$ cat config.mk
export PLATFORM = sky130hd
export DESIGN_NAME = frame_stream_source
export DESIGN_NICKNAME = d
export VERILOG_FILES = /design/src/rtl/frame_stream_pkg.sv /design/src/rtl/stream_skid_fifo.sv /design/src/rtl/frame_stream_source.sv
export SDC_FILE = /design/constraint.sdc
export NUM_CORES = 1
export LEC_CHECK = 0
export ABC_AREA = 1
export BUFFER_PORTS_ARGS = -buffer_cell sky130_fd_sc_hd__buf_2
export CORE_ASPECT_RATIO = 1.1
export CORE_UTILIZATION = 50
export CTS_CLUSTER_SIZE = 28
export DETAILED_ROUTE_END_ITERATION = 8
export HOLD_SLACK_MARGIN = 0.12
export MAX_ROUTING_LAYER = met4
export PLACE_DENSITY = 0.83
export SYNTH_ARGS = -nofsm -noshare
export SYNTH_HDL_FRONTEND = slang
export SYNTH_SLANG_ARGS = --single-unit
$ cat constraint.sdc
create_clock -name clk -period 2.47 [get_ports clk]
set_input_delay 0 -clock clk [delete_from_list [all_inputs] [get_ports clk]]
set_output_delay 0 -clock clk [all_outputs]
set_load 0.005 [all_outputs]
$ cat src/rtl/frame_stream_pkg.sv
// Shared types and defaults for the frame stream source.
//   state_t   : sequencer states (IDLE, RUN, FLUSH)
//   pix_tag_t : per-pixel sideband carried alongside the data through the skid FIFO
//   cnt_w()   : width of a counter that must hold 0..n-1
package frame_stream_pkg;

   localparam int unsigned DEF_IMG_W = 320;
   localparam int unsigned DEF_IMG_H = 240;

   typedef enum logic [1:0] {
      IDLE  = 2'd0,
      RUN   = 2'd1,
      FLUSH = 2'd2
   } state_t;

   typedef struct packed {
      logic sof;
      logic eol;
   } pix_tag_t;

   localparam int unsigned TAG_W = $bits(pix_tag_t);

   // Counter width for values 0..n-1 (at least one bit).
   function automatic int unsigned cnt_w(input int unsigned n);
      return (n > 1) ? $clog2(n) : 1;
   endfunction

endpackage

$ cat src/rtl/stream_skid_fifo.sv
// Two-entry skid FIFO between the frame RAM read port and the output stream.
//   clk, rst_n : clock, asynchronous active-low reset (entries cleared)
//   push/wdata : write one entry (dropped only if full with no pop)
//   pop        : remove the head entry
//   rdata      : head entry, held stable until popped
//   cnt        : number of valid entries (0..2)
module stream_skid_fifo #(
   parameter int unsigned WIDTH = 32
) (
   input  logic             clk,
   input  logic             rst_n,
   input  logic             push,
   input  logic [WIDTH-1:0] wdata,
   input  logic             pop,
   output logic [WIDTH-1:0] rdata,
   output logic [1:0]       cnt
);

   logic [WIDTH-1:0] mem_q [2];
   logic             rd_ptr_q;
   logic             wr_ptr_q;
   logic [1:0]       cnt_q;
   logic             do_push;
   logic             do_pop;

   // When full, a push is only taken alongside a pop: the freed head slot becomes the tail.
   assign do_pop  = pop && (cnt_q != 2'd0);
   assign do_push = push && ((cnt_q != 2'd2) || do_pop);

   // Storage, pointers and occupancy.
   always_ff @(posedge clk or negedge rst_n) begin
      if (!rst_n) begin
         mem_q[0] <= '0;
         mem_q[1] <= '0;
         rd_ptr_q <= 1'b0;
         wr_ptr_q <= 1'b0;
         cnt_q    <= 2'd0;
      end else begin
         if (do_push) begin
            mem_q[wr_ptr_q] <= wdata;
            wr_ptr_q        <= ~wr_ptr_q;
         end
         if (do_pop) begin
            rd_ptr_q <= ~rd_ptr_q;
         end
         case ({do_push, do_pop})
            2'b10:   cnt_q <= cnt_q + 2'd1;
            2'b01:   cnt_q <= cnt_q - 2'd1;
            default: cnt_q <= cnt_q;
         endcase
      end
   end

   assign rdata = mem_q[rd_ptr_q];
   assign cnt   = cnt_q;

endmodule

$ cat src/rtl/frame_stream_source.sv
// Reads one frame from the pixel frame RAM in raster order and presents it as a
// valid/ready pixel stream (dstream source side, flattened) with sof/eol sideband.
//   clk, rst_n     : clock, asynchronous active-low reset
//   start          : one-cycle request to stream a frame (ignored unless idle)
//   busy           : high while a frame is being streamed
//   done           : one-cycle pulse once the last beat has been accepted
//   rd_en, rd_addr : frame RAM read strobe and raster address y*IMG_W+x
//   rd_data        : RAM data, valid the cycle after rd_en
//   y_data/y_valid/y_ready : output pixel stream
//   sof, eol       : head beat is pixel (0,0) / last pixel of a line
// rd_en is a combinational issue strobe: it depends on the same-cycle pop so the
// two-entry FIFO can sustain one beat per cycle.
module frame_stream_source
   import frame_stream_pkg::*;
#(
   parameter int unsigned W      = 30,
   parameter int unsigned IMG_W  = DEF_IMG_W,
   parameter int unsigned IMG_H  = DEF_IMG_H,
   parameter int unsigned ADDR_W = 17
) (
   input  logic              clk,
   input  logic              rst_n,
   input  logic              start,
   output logic              busy,
   output logic              done,
   output logic              rd_en,
   output logic [ADDR_W-1:0] rd_addr,
   input  logic [W-1:0]      rd_data,
   output logic [W-1:0]      y_data,
   output logic              y_valid,
   input  logic              y_ready,
   output logic              sof,
   output logic              eol
);

   localparam int unsigned FW = W + TAG_W;
   localparam int unsigned XW = cnt_w(IMG_W);
   localparam int unsigned YW = cnt_w(IMG_H);

   state_t          state_q;
   state_t          state_d;
   logic [XW-1:0]   x_q;
   logic [YW-1:0]   y_q;
   logic            inflight_q;
   pix_tag_t        tag_fly_q;
   logic [FW-1:0]   fifo_wdata;
   logic [FW-1:0]   fifo_rdata;
   logic [1:0]      fifo_cnt;
   pix_tag_t        head_tag;
   logic            pop;
   logic [2:0]      occ;
   logic            last_issue;
   logic            flush_done;

   // Output stream comes straight from the FIFO head registers.
   assign {head_tag, y_data} = fifo_rdata;
   assign y_valid = (fifo_cnt != 2'd0);
   assign sof     = head_tag.sof;
   assign eol     = head_tag.eol;
   assign pop     = y_valid && y_ready;

   // Read data joins the tags captured when its address was issued.
   assign fifo_wdata = {tag_fly_q, rd_data};

   stream_skid_fifo #(
      .WIDTH(FW)
   ) u_fifo (
      .clk  (clk),
      .rst_n(rst_n),
      .push (inflight_q),
      .wdata(fifo_wdata),
      .pop  (pop),
      .rdata(fifo_rdata),
      .cnt  (fifo_cnt)
   );

   // Issue a read only if the FIFO plus the in-flight read leaves room after this cycle's pop.
   always_comb begin
      occ        = 3'(fifo_cnt) + 3'(inflight_q) - 3'(pop);
      rd_en      = (state_q == RUN) && (occ < 3'd2);
      last_issue = rd_en && (x_q == XW'(IMG_W - 1)) && (y_q == YW'(IMG_H - 1));
   end

   // Next-state logic.
   always_comb begin
      state_d    = state_q;
      flush_done = 1'b0;
      case (state_q)
         IDLE: begin
            if (start) state_d = RUN;
         end
         RUN: begin
            if (last_issue) state_d = FLUSH;
         end
         FLUSH: begin
            if ((fifo_cnt == 2'd0) && !inflight_q) begin
               state_d    = IDLE;
               flush_done = 1'b1;
            end
         end
         default: state_d = IDLE;
      endcase
   end

   // State register.
   always_ff @(posedge clk or negedge rst_n) begin
      if (!rst_n) begin
         state_q <= IDLE;
      end else begin
         state_q <= state_d;
      end
   end

   // Raster counters, read address, in-flight tracking and status outputs.
   always_ff @(posedge clk or negedge rst_n) begin
      if (!rst_n) begin
         busy       <= 1'b0;
         done       <= 1'b0;
         rd_addr    <= '0;
         x_q        <= '0;
         y_q        <= '0;
         inflight_q <= 1'b0;
         tag_fly_q  <= '0;
      end else begin
         done       <= flush_done;
         inflight_q <= rd_en;

         if ((state_q == IDLE) && start) begin
            busy    <= 1'b1;
            rd_addr <= '0;
            x_q     <= '0;
            y_q     <= '0;
         end else if (flush_done) begin
            busy <= 1'b0;
         end

         if (rd_en) begin
            tag_fly_q.sof <= (x_q == '0) && (y_q == '0);
            tag_fly_q.eol <= (x_q == XW'(IMG_W - 1));
            // Counters park on the last pixel; the next start reloads them.
            if (!last_issue) begin
               rd_addr <= rd_addr + ADDR_W'(1);
               if (x_q == XW'(IMG_W - 1)) begin
                  x_q <= '0;
                  y_q <= y_q + YW'(1);
               end else begin
                  x_q <= x_q + XW'(1);
               end
            end
         end
      end
   end

endmodule

* Yosys cells after proc, flatten, opt, wreduce, memory -nomap -nowiden
Cells that the tools add are included.
Word-level totals: bits in registers 109, bits in latches 0, memory bits (writable) 0, bits in read-only memories 0, bits of input ports 34, output and inout port bits 53, logic and storage cells 85, memories kept 0
Operators by class: add/sub/neg operators 7, $mul 0, div/mod/pow operators 0, $lt $le $gt $ge 4, equality and inequality tests 10, shift-type cells 0, mux-type cells 26, bitwise logic cells 4, reductions and logical operators 20
Operators by type and width (number):
- 32-bit two-way mux | 4
- 64-bit bitwise mux | 1
- 17-bit two-way mux | 3
- 9-bit two-way mux | 4
- 32-bit demux with 1-bit select | 1
- 8-bit two-way mux | 4
- 17-bit by 1-bit adder with 17-bit output (second input constant) | 1
- 1-bit logical AND | 10
- 9-bit by 1-bit adder with 9-bit output (second input constant) | 1
- 9-bit equality test (second input constant) | 1
- 9-bit logical NOT | 1
- 8-bit by 1-bit adder with 8-bit output (second input constant) | 1
- 8-bit equality test (second input constant) | 1
- 8-bit logical NOT | 1
- 2-bit inequality test (second input constant) | 4
- 2-bit two-way mux | 3
- 2-bit case mux with 3 select lines | 1
- 2-bit nonzero test | 3
- 2-bit by 1-bit equality test with 1-bit output (second input constant) | 2
- 2-bit equality test (second input constant) | 2
- 2-bit >= comparator (second input constant) | 2
- 2-bit logical NOT | 2
- 1-bit two-way mux | 4
- 1-bit inverter with 2-bit output | 2
- other kinds (11) | 12

* Depth between registers and ports, before layout
Gate-level depths: netlist of run 1.
depth in word-level cells 9, depth in mapped cells 17, mapped depth without buffers 16

* Hierarchy
Synthesis of run 1 repeated with hierarchy kept, for this count alone.
Second synthesis, totals: cells, all modules 757, area total of the unflattened synthesis 5835.6 um^2
By module, submodules not included:
- stream_skid_fifo | instances 1, cells an instance 413, area each 3280.6 um^2, sequential area each 1701.6 um^2
- frame_stream_source | instances 1, cells an instance 344, area each 2555.0 um^2, sequential area each 1026.0 um^2

* Least setup slack after synthesis of run 1
OpenSTA, ideal clock, no wires.
kind register to register, from register u_fifo.cnt_q[1] (netlist: u_fifo.cnt[1]), to register y_q[3], setup time 0.113 ns, data arrival time 2.555 ns, data required time 2.357 ns, path slack -0.198 ns, stages on the path, launching flop included 18, path buffers 1, period minus slack after synthesis 2.668 ns, cell sequence dfrtp_1 inv_1 nand2_1 nand2_1 inv_1 ha_1 or2_2 fa_1 nand2_1 inv_1 nand2_1 buf_6 nor2_4 nand2_2 nor2_1 nand2_1 nand2_1 inv_1
Between the ends: longest elaborated chain between the ends 9, elaborated cells on any way between the ends 10, classes of those cells add/sub: 2; order compare: 1; mux: 2; reduce/logical: 5
RTL lines:
- start: declaration | line stream_skid_fifo.sv:22 | logic [1:0] cnt_q;
- start signal: assignment | line stream_skid_fifo.sv:47 | 2'b10: cnt_q <= cnt_q + 2'd1;
- start signal: assignment | line stream_skid_fifo.sv:48 | 2'b01: cnt_q <= cnt_q - 2'd1;
- start signal: assignment | line stream_skid_fifo.sv:49 | default: cnt_q <= cnt_q;
- 2-bit nonzero test * | line frame_stream_source.sv:57 | assign y_valid = (fifo_cnt != 2'd0);
- net y_valid | line frame_stream_source.sv:30 | output logic y_valid,
- 1-bit logical AND * | line frame_stream_source.sv:60 | assign pop = y_valid && y_ready;
- 3-bit by 1-bit subtractor with 3-bit output * | line frame_stream_source.sv:79 | occ = 3'(fifo_cnt) + 3'(inflight_q) - 3'(pop);
- 3-bit by 2-bit less-than comparator with 1-bit output * | line frame_stream_source.sv:80 | rd_en = (state_q == RUN) && (occ < 3'd2);
- 1-bit logical AND * | line frame_stream_source.sv:80
- 1-bit logical AND (2 in series) | line frame_stream_source.sv:81 | last_issue = rd_en && (x_q == XW'(IMG_W - 1)) && (y_q == YW'(IMG_H - 1));
- 8-bit two-way mux | line frame_stream_source.sv:141 | if (!last_issue) begin
- 8-bit two-way mux * | line frame_stream_source.sv:137 | if (rd_en) begin
- end signal: assignment | line frame_stream_source.sv:145 | y_q <= y_q + YW'(1);
- end: declaration | line frame_stream_source.sv:43 | logic [YW-1:0] y_q;
Mark *: on every way through the listed nets, which the timed path passes. The rest lies on a longest branch. A chain may end at the register's enable or synchronous reset.

* Final worst setup path of run 1
from register u_fifo.cnt_q[1] (netlist: u_fifo.cnt[1]), to register y_q[3]
Between the ends: longest elaborated chain between the ends 9, elaborated cells on any way between the ends 10, classes of those cells add/sub: 2; order compare: 1; mux: 2; reduce/logical: 5
RTL lines (line):
- branches (longest 2 deep; another with 2-bit by 1-bit adder with 3-bit output)
- 3-bit by 1-bit subtractor with 3-bit output * | frame_stream_source.sv:79
- 3-bit by 2-bit less-than comparator with 1-bit output * | frame_stream_source.sv:80
- 1-bit logical AND * | frame_stream_source.sv:80
- 1-bit logical AND (2 in series) | frame_stream_source.sv:81
- 8-bit two-way mux | frame_stream_source.sv:141
- 8-bit two-way mux * | frame_stream_source.sv:137
Every way passes the cells marked *.

==> impl_metrics.csv, run 1 <==
group,metric,value,unit
route,drc_errors,0,
die,dieArea,11500,um^2
die,fp.coreArea,10600,um^2
timing,rsz0062_at_grt,"true",
hold_path,hold_class,"primary input to asynchronous set/reset pin",
timing,fin_worst_skew,0.00909,ns
worst_setup_path,cp.arrival,2.75,ns
timing,hold_violations,0,
global_route,grt_pass1_wl,22200,um
synthesis,ys_seq_area_share,49.3,%
final_layout,antennaDiodeCount,0,
synthesis,synth_common_cells,"nand2_1 (228), o21ai_0 (117), dfrtp_1 (109), inv_1 (75), nor2_1 (46)",
final_layout,layout.cells.non_filler,990,
route,drtIter0Drc,277,
outcome,violations,"setup timing",
synthesis,synth_top_area_share,49.3,%
route,vias_per_cell,5.16,
synthesis,syn_area_per_cell,7.85,um^2
final_layout,fillers,849,
timing,worst_slew_pin_slew,0.576,ns
synthesis,yosysWarnings,0,
die,die_x,102,um
clocking,clkSlewWorstSetupHoldPaths,0.08,ns
global_route,antenna_found_initial,0,
timing,slew_headroom,61.6,%
worst_setup_path,timing.rr.end,"y_q[3]",
timing,drv_slew,0,
placed_design,dp_cells,927,
final_layout,layout-drive-gt1-share,20.4,%
synthesis,synthTopCellsByArea,"dfrtp_1 (49%), nand2_1 (15%), o21ai_0 (11%)",
synthesis,ys.flop_type,"dfrtp_1",
global_route,grt_max_degree,66,
pwr,p_per_area,1140,nW/um^2
clocking,clockBufferDepth,2,
synthesis,yosysMostFrequentCell,"nand2_1",
worst_setup_path,cp.required,2.72,ns
global_route,grt_pass1_vias,4851,
clocking,clock_sinks,109,
pwr,switching_share,40.6,%
die,io_pins,87,
clocking,numCtsBuffers,9,
timing,maxClockFrequency,400,MHz
global_route,grt_usage,25.1,%
clocking,clk_latency,0.35,ns
synthesis,synth-seq-cells,109,
pwr,max-vdd-ir-drop,712,uV
synthesis,yosysUniqueCellTypes,36,
final_layout,area_growth,26.1,%
pwr,power_frac_clock,17.4,%
worst_setup_path,worstReg2RegStart,"u_fifo.cnt[1]",
clocking,clockRootBuffer,"clkbuf_16",
synthesis,synth_edf_count,0,
synthesis,syn_inst,705,
worst_setup_path,end_kind,"register",
route,postRouteAntennaNets,0,
route,avgRoutedWirePerCell,13.4,um
timing,fin_crit,2.50,ns
route,vias,5105,
placed_design,port_buffers,86,
pwr,power.switching,0.00323,W
worst_setup_path,reg2reg_setup_slack,-0.03,ns
pwr,p_int,0.00471,W
worst_setup_path,worstPathMaxFanout,5,
outcome,outcome,"complete, but fails checks",
final_layout,layout.nets,883,
global_route,grt_overflow_total,0,
synthesis,yosysTopAreaCell,"dfrtp_1",
pwr,leakage,3.41,nW
die,die_h,112,um
timing,setup_viol,4,
clocking,cts_tree,"yes",
synthesis,syn_area,5530,um^2
placed_design,hpwl,8130,um
timing,finalCritPeriodShare,101,%
pwr,power_frac_seq,35.6,%
clocking,cts_htree_levels,3,
placed_design,gp_congestion,0.841,
timing,setup_ws,-0.0281,ns
die,start_util,52.3,%
worst_setup_path,critical_path.startpoint_type,"register",
worst_setup_path,cp-startpoint,"u_fifo.cnt[1]",
route,wirelength,13300,um
worst_setup_path,path_class,"register to register",
synthesis,synth_fp_nets,746,
pwr,power_frac_comb,47.0,%
die,rows,39,
worst_setup_path,reg2regPathDepth,16,
timing,setup_tns,-0.0763,ns
synthesis,ys_async_sr_fraction,100,%
flow_run,drv_cap,0,
route,firstDrtPassIters,5,
cell usage in the layout (no fill, tap or decap), drive strengths merged, types with 9 or more instances in the layout:
cell,n
nand4,9
nand2,230
clkbuf,9
nor2,51
dfrtp,109
nand3,35
o21ai,126
buf,121
inv,79
dlygate4sd3,32
xor2,13
what timing repair did:
action	4_1_cts	5_1_grt
hold endpoints to repair	171	0
pin swaps	4	4
gates resized for setup	5	13
setup buffers	15	1
hold buffers	32	0
endpoints found under the setup margin	17	32
gates cloned	1	0
how the worst max path moves through the flow:
stage          slack (ns)         end  cells past startpoint
2_1_floorplan       -0.03      y_q[3]                     17
3_3_place_gp        -0.01  rd_addr[3]                     16
3_5_place_dp        -0.09  rd_addr[3]                     16
4_1_cts             -0.02     y_valid                     16
5_1_grt             -0.14      y_q[3]                     16
6_report            -0.03      y_q[3]                     16
registers in the layout, summed over array words and instances (netlist names), 2 cells and up:
name	flops
x_q	9
y_q	8
u_fifo.cnt	2
state_q	2
u_fifo.mem_q	64
fifo_wdata	2
rd_addr	17
logic make-up (layout without fill, tap and decap cells):
| logic type | Yosys count | count (layout) | synth area share [%] |
|---|---|---|---|
| buf+inv | 106 | 247 | 7.96 |
| flops | 109 | 109 | 49.3 |
| fa+ha+maj | 7 | 7 | 1.72 |
| simple gates | 335 | 336 | 25.8 |
| compound gates | 130 | 130 | 12.4 |
| xor+xnor | 18 | 18 | 2.85 |
layout make-up:
class	count	area (um^2)	share of cell area [%]
Timing Repair Buffer	153	1060	15.2
Clock buffer	9	225	3.23
Inverter	78	298	4.27
Sequential cell	109	2730	39.1
Clock inverter	7	56.3	0.807
Tap cell	143	179	2.56
Multi-Input combinational cell	491	2430	34.8
layer usage:
metal | vias to the layer above | wire length [um] | global-route usage (%)
met5 | - | 0 | -
met4 | 0 | 209 | 8.10
met3 | 17 | 712 | 4.48
met2 | 154 | 6490 | 40.4
met1 | 2419 | 5870 | 31.9
li1 | 2515 | - | -
critical path, stage by stage (launching register included):
cell and delay, ns:
dfrtp_2 0.41, inv_2 0.06, nand2_2 0.07, nand2_2 0.09, inv_2 0.05, ha_4 0.20, or2_4 0.22, fa_1 0.37
xnor2_1 0.19, nand2_2 0.11, buf_6 0.14, nor2_4 0.16, nand2_4 0.10, nor2_2 0.08, nand2_1 0.05, nand2_1 0.06
inv_1 0.04
through the flow:
stage               hold WS, ns  util, %  setup slack [ns]  instance area, um^2  power [W]
floorplan                -0.296        -           -0.0257                 5560    0.00494
global placement        -0.0222     58.7           -0.0123                 6220    0.00609
finish                    0.128     65.9           -0.0281                 6980    0.00794
CTS                       0.138     65.7           -0.0207                 6960    0.00786
global route              0.182     65.9            -0.139                 6980    0.00861
detailed placement      -0.0201     58.7           -0.0920                 6220    0.00619
power by group through the flow:
stage          registers (W)  logic, W  clock network [W]
3_5_place_dp         0.00285   0.00334                  0
2_1_floorplan        0.00279   0.00215                  0
3_3_place_gp         0.00283   0.00326                  0
6_report             0.00283   0.00373            0.00138
5_1_grt              0.00291   0.00423            0.00148
4_1_cts              0.00282   0.00364            0.00140
No activity file was read; power rests on OpenSTA's default activity.
==> run 2, diff against run 1 <==
--- a/config.mk
+++ b/config.mk
@@ -5,7 +5,7 @@
 export SDC_FILE = /design/constraint.sdc
 export NUM_CORES = 1
 export LEC_CHECK = 0
-export ABC_AREA = 1
+export ABC_CLOCK_PERIOD_IN_PS = 2470
 export BUFFER_PORTS_ARGS = -buffer_cell sky130_fd_sc_hd__buf_2
 export CORE_ASPECT_RATIO = 1.1
 export CORE_UTILIZATION = 50
==> run 2 against run 1 <==
Against the previous run:
- the run still ends with setup timing left
- global-route usage fell by 1.3 points
- sequential cell count did not move
- core utilization rose by 3.1 points
- sequential share of layout area rose by 0.31 points
- critical path type unchanged
- highest routed layer unchanged
==> impl_metrics.csv, run 2 <==
group,metric,value,unit
synthesis,ys_async_sr_fraction,100,%
route,wirelength,12400,um
placed_design,dp_slack,-0.349,ns
route,drtIter0Drc,198,
final_layout,top_register,"u_fifo.mem_q",
synthesis,synthTopCellsByArea,"dfrtp_1 (52%), mux2_2 (21%), mux2i_1 (3.3%)",
clocking,clockBufferDepth,2,
clocking,clock_sinks,109,
timing,drv_slew,0,
timing,setup_ws,-0.354,ns
final_layout,layout_common_cells,"dfrtp_1 (108), mux2_2 (95), buf_2 (84)",
die,rows,38,
synthesis,synth_top_area_share,52.2,%
global_route,grt_overflow_total,0,
global_route,grt_usage,23.8,%
timing,rsz0062_at_grt,"true",
placed_design,gp_congestion,0.820,
final_layout,layout-drive-gt1-share,46.5,%
clocking,clk_latency,0.38,ns
timing,finalCritPeriodShare,114,%
synthesis,yosysUniqueCellTypes,53,
clocking,cts_htree_levels,3,
route,avgRoutedWirePerCell,17.4,um
worst_setup_path,worstPathMaxFanout,4,
worst_setup_path,max_stage_delay,0.52,ns
worst_setup_path,path_class,"register to register",
worst_setup_path,end_kind,"register",
final_layout,layout.nets,612,
die,dieArea,10900,um^2
synthesis,ys_seq_area_share,52.2,%
global_route,grt_pass1_wl,19600,um
synthesis,syn_inst,427,
timing,whs,0.206,ns
die,die_h,109,um
route,top_layer,"met4",
final_layout,final_common_cell,"dfrtp_1",
outcome,outcome,"complete, but fails checks",
synthesis,synth_common_cells,"dfrtp_1 (109), mux2_2 (96), nand2_1 (33), mux2i_1 (17), nand3_1 (17)",
synthesis,ys.flop_type,"dfrtp_1",
route,met3WireLength,677,um
pwr,max-vdd-ir-drop,1370,uV
pwr,p_per_area,1380,nW/um^2
route,drc_errors,0,
die,io_pins,87,
final_layout,utilization,69.0,%
die,start_util,52.1,%
hold_path,hold_class,"primary input to asynchronous set/reset pin",
synthesis,yosysWarnings,0,
timing,maxClockFrequency,354,MHz
flow_run,drv_cap,0,
final_layout,layout.cells.non_filler,714,
worst_setup_path,critical_path.startpoint_type,"register",
synthesis,yosysMostFrequentCell,"dfrtp_1",
global_route,antenna_found_initial,0,
timing,worst_slew_pin_slew,0.684,ns
worst_setup_path,cp.arrival,3.08,ns
outcome,violations,"setup timing",
placed_design,port_buffers,86,
route,postRouteAntennaNets,0,
route,vias_per_cell,5.67,
route,met1Wirelength,5070,um
die,die_x,99.5,um
final_layout,antennaDiodeCount,0,
worst_setup_path,crit_path_cell_trace,"or2_4 -> and2_4 -> ha_4 -> nand2b_4 -> fa_1 -> nand3b_1 -> buf_4 -> and4bb_2 -> buf_6 -> nand4_1 -> mux2i_1",
timing,hold_violations,0,
final_layout,largest_reg_flops,64,
die,fp.coreArea,10000,um^2
final_layout,area_growth,32.5,%
clocking,clockRootBuffer,"clkbuf_8",
synthesis,syn_area_per_cell,12.2,um^2
global_route,grt_max_degree,59,
route,vias,4047,
clocking,cts_tree,"yes",
clocking,clkSlewWorstSetupHoldPaths,0.11,ns
synthesis,syn_area,5230,um^2
synthesis,synth-seq-cells,109,
synthesis,synth_edf_count,0,
timing,setup_viol,40,
route,wl_met2,6450,um
synthesis,yosysTopAreaCell,"dfrtp_1",
timing,slew_headroom,54.0,%
worst_setup_path,crit_path_top_delay_cell,"fa_1",
timing,fin_crit,2.82,ns
global_route,grt_pass1_vias,4044,
synthesis,synth_fp_nets,468,
placed_design,hpwl,7290,um
timing,fin_worst_skew,0.0217,ns
pwr,leakage,3.22,nW
route,firstDrtPassIters,4,
final_layout,top_regs,"u_fifo.mem_q x64, rd_addr x17, x_q x9",
clocking,numCtsBuffers,9,
pwr,p_total,0.00959,W
worst_setup_path,cp.required,2.72,ns
placed_design,dp_cells,654,
-- run 2: worst paths after layout --
path                          startpoint          endpoint  slack, ns  cells past startpoint
max in group asynchronous          rst_n     u_fifo.cnt[1]       1.52                      3
min in group clk             rd_data[28]  u_fifo.mem_q[28]       0.41                      3
setup / recovery           u_fifo.cnt[1]            y_q[6]      -0.35                     11
setup reg to reg           u_fifo.cnt[1]            y_q[6]      -0.35                     11
hold / removal                     rst_n  u_fifo.mem_q[48]       0.21                      2
hold reg to reg              rd_addr[16]       rd_addr[16]       0.48                      1
-- run 2: power breakdown --
group	leakage [nW]	total, W	switching, W	internal [W]
Sequential	1.35	0.00291	0.000461	0.00245
Clock	0.103	0.00115	0.000590	0.000564
Combinational	1.76	0.00552	0.00230	0.00322
Total	3.22	0.00959	0.00335	0.00624
-- run 2: critical path: cells and delay by family (launching register included) --
| kind | cells | cell delay (ns) |
|---|---|---|
| fa+ha+maj | 2 | 0.72 |
| flops | 1 | 0.42 |
| buf+inv | 2 | 0.30 |
| mux | 1 | 0.15 |
| simple gates | 6 | 1.11 |
-- run 2: area by class of cell --
| type | instances | area (um^2) |
|---|---|---|
| well taps | 140 | 175 |
| clock buffers | 10 | 128 |
| inverters | 7 | 28.8 |
| fillers | 674 | 3110 |
| repair buffers | 158 | 1210 |
| clock inverters | 4 | 73.8 |
| multi-input cells | 286 | 2580 |
| flip-flops and latches | 109 | 2730 |
-- run 2: cells by family after synthesis --
family / share of synthesized area (%)
xor gates and xnor gates: 1.01
and+or+nand+nor: 12.8
buffers and inverters: 2.94
adders and majority gates: 1.82
muxes: 24.4
DFF: 52.2
AOI/OAI and AO/OA: 4.88
-- run 2: through the flow --
stage                     cell area, um^2  TNS [ns]
final                                6920    -10.34
after global routing                 6920    -13.01
after CTS                            6790     -7.77
after detailed placement             6000     -8.83
after global placement               6000     -6.10
after floorplan                      5290    -11.13
-- run 2: what timing repair did --
item,in CTS,in global routing
buffers inserted,6,5
hold endpoints to repair,116,0
resized for setup,33,18
hold buffers,33,0
setup endpoints to repair,39,40
pin swaps,13,5
gates cloned,2,0
-- run 2: per-layer routing --
layer | track usage [%] | vias up
met5 | - | -
met4 | 7.77 | 0
met3 | 4.74 | 20
met2 | 41.0 | 141
met1 | 28.1 | 2049
li1 | - | 1837
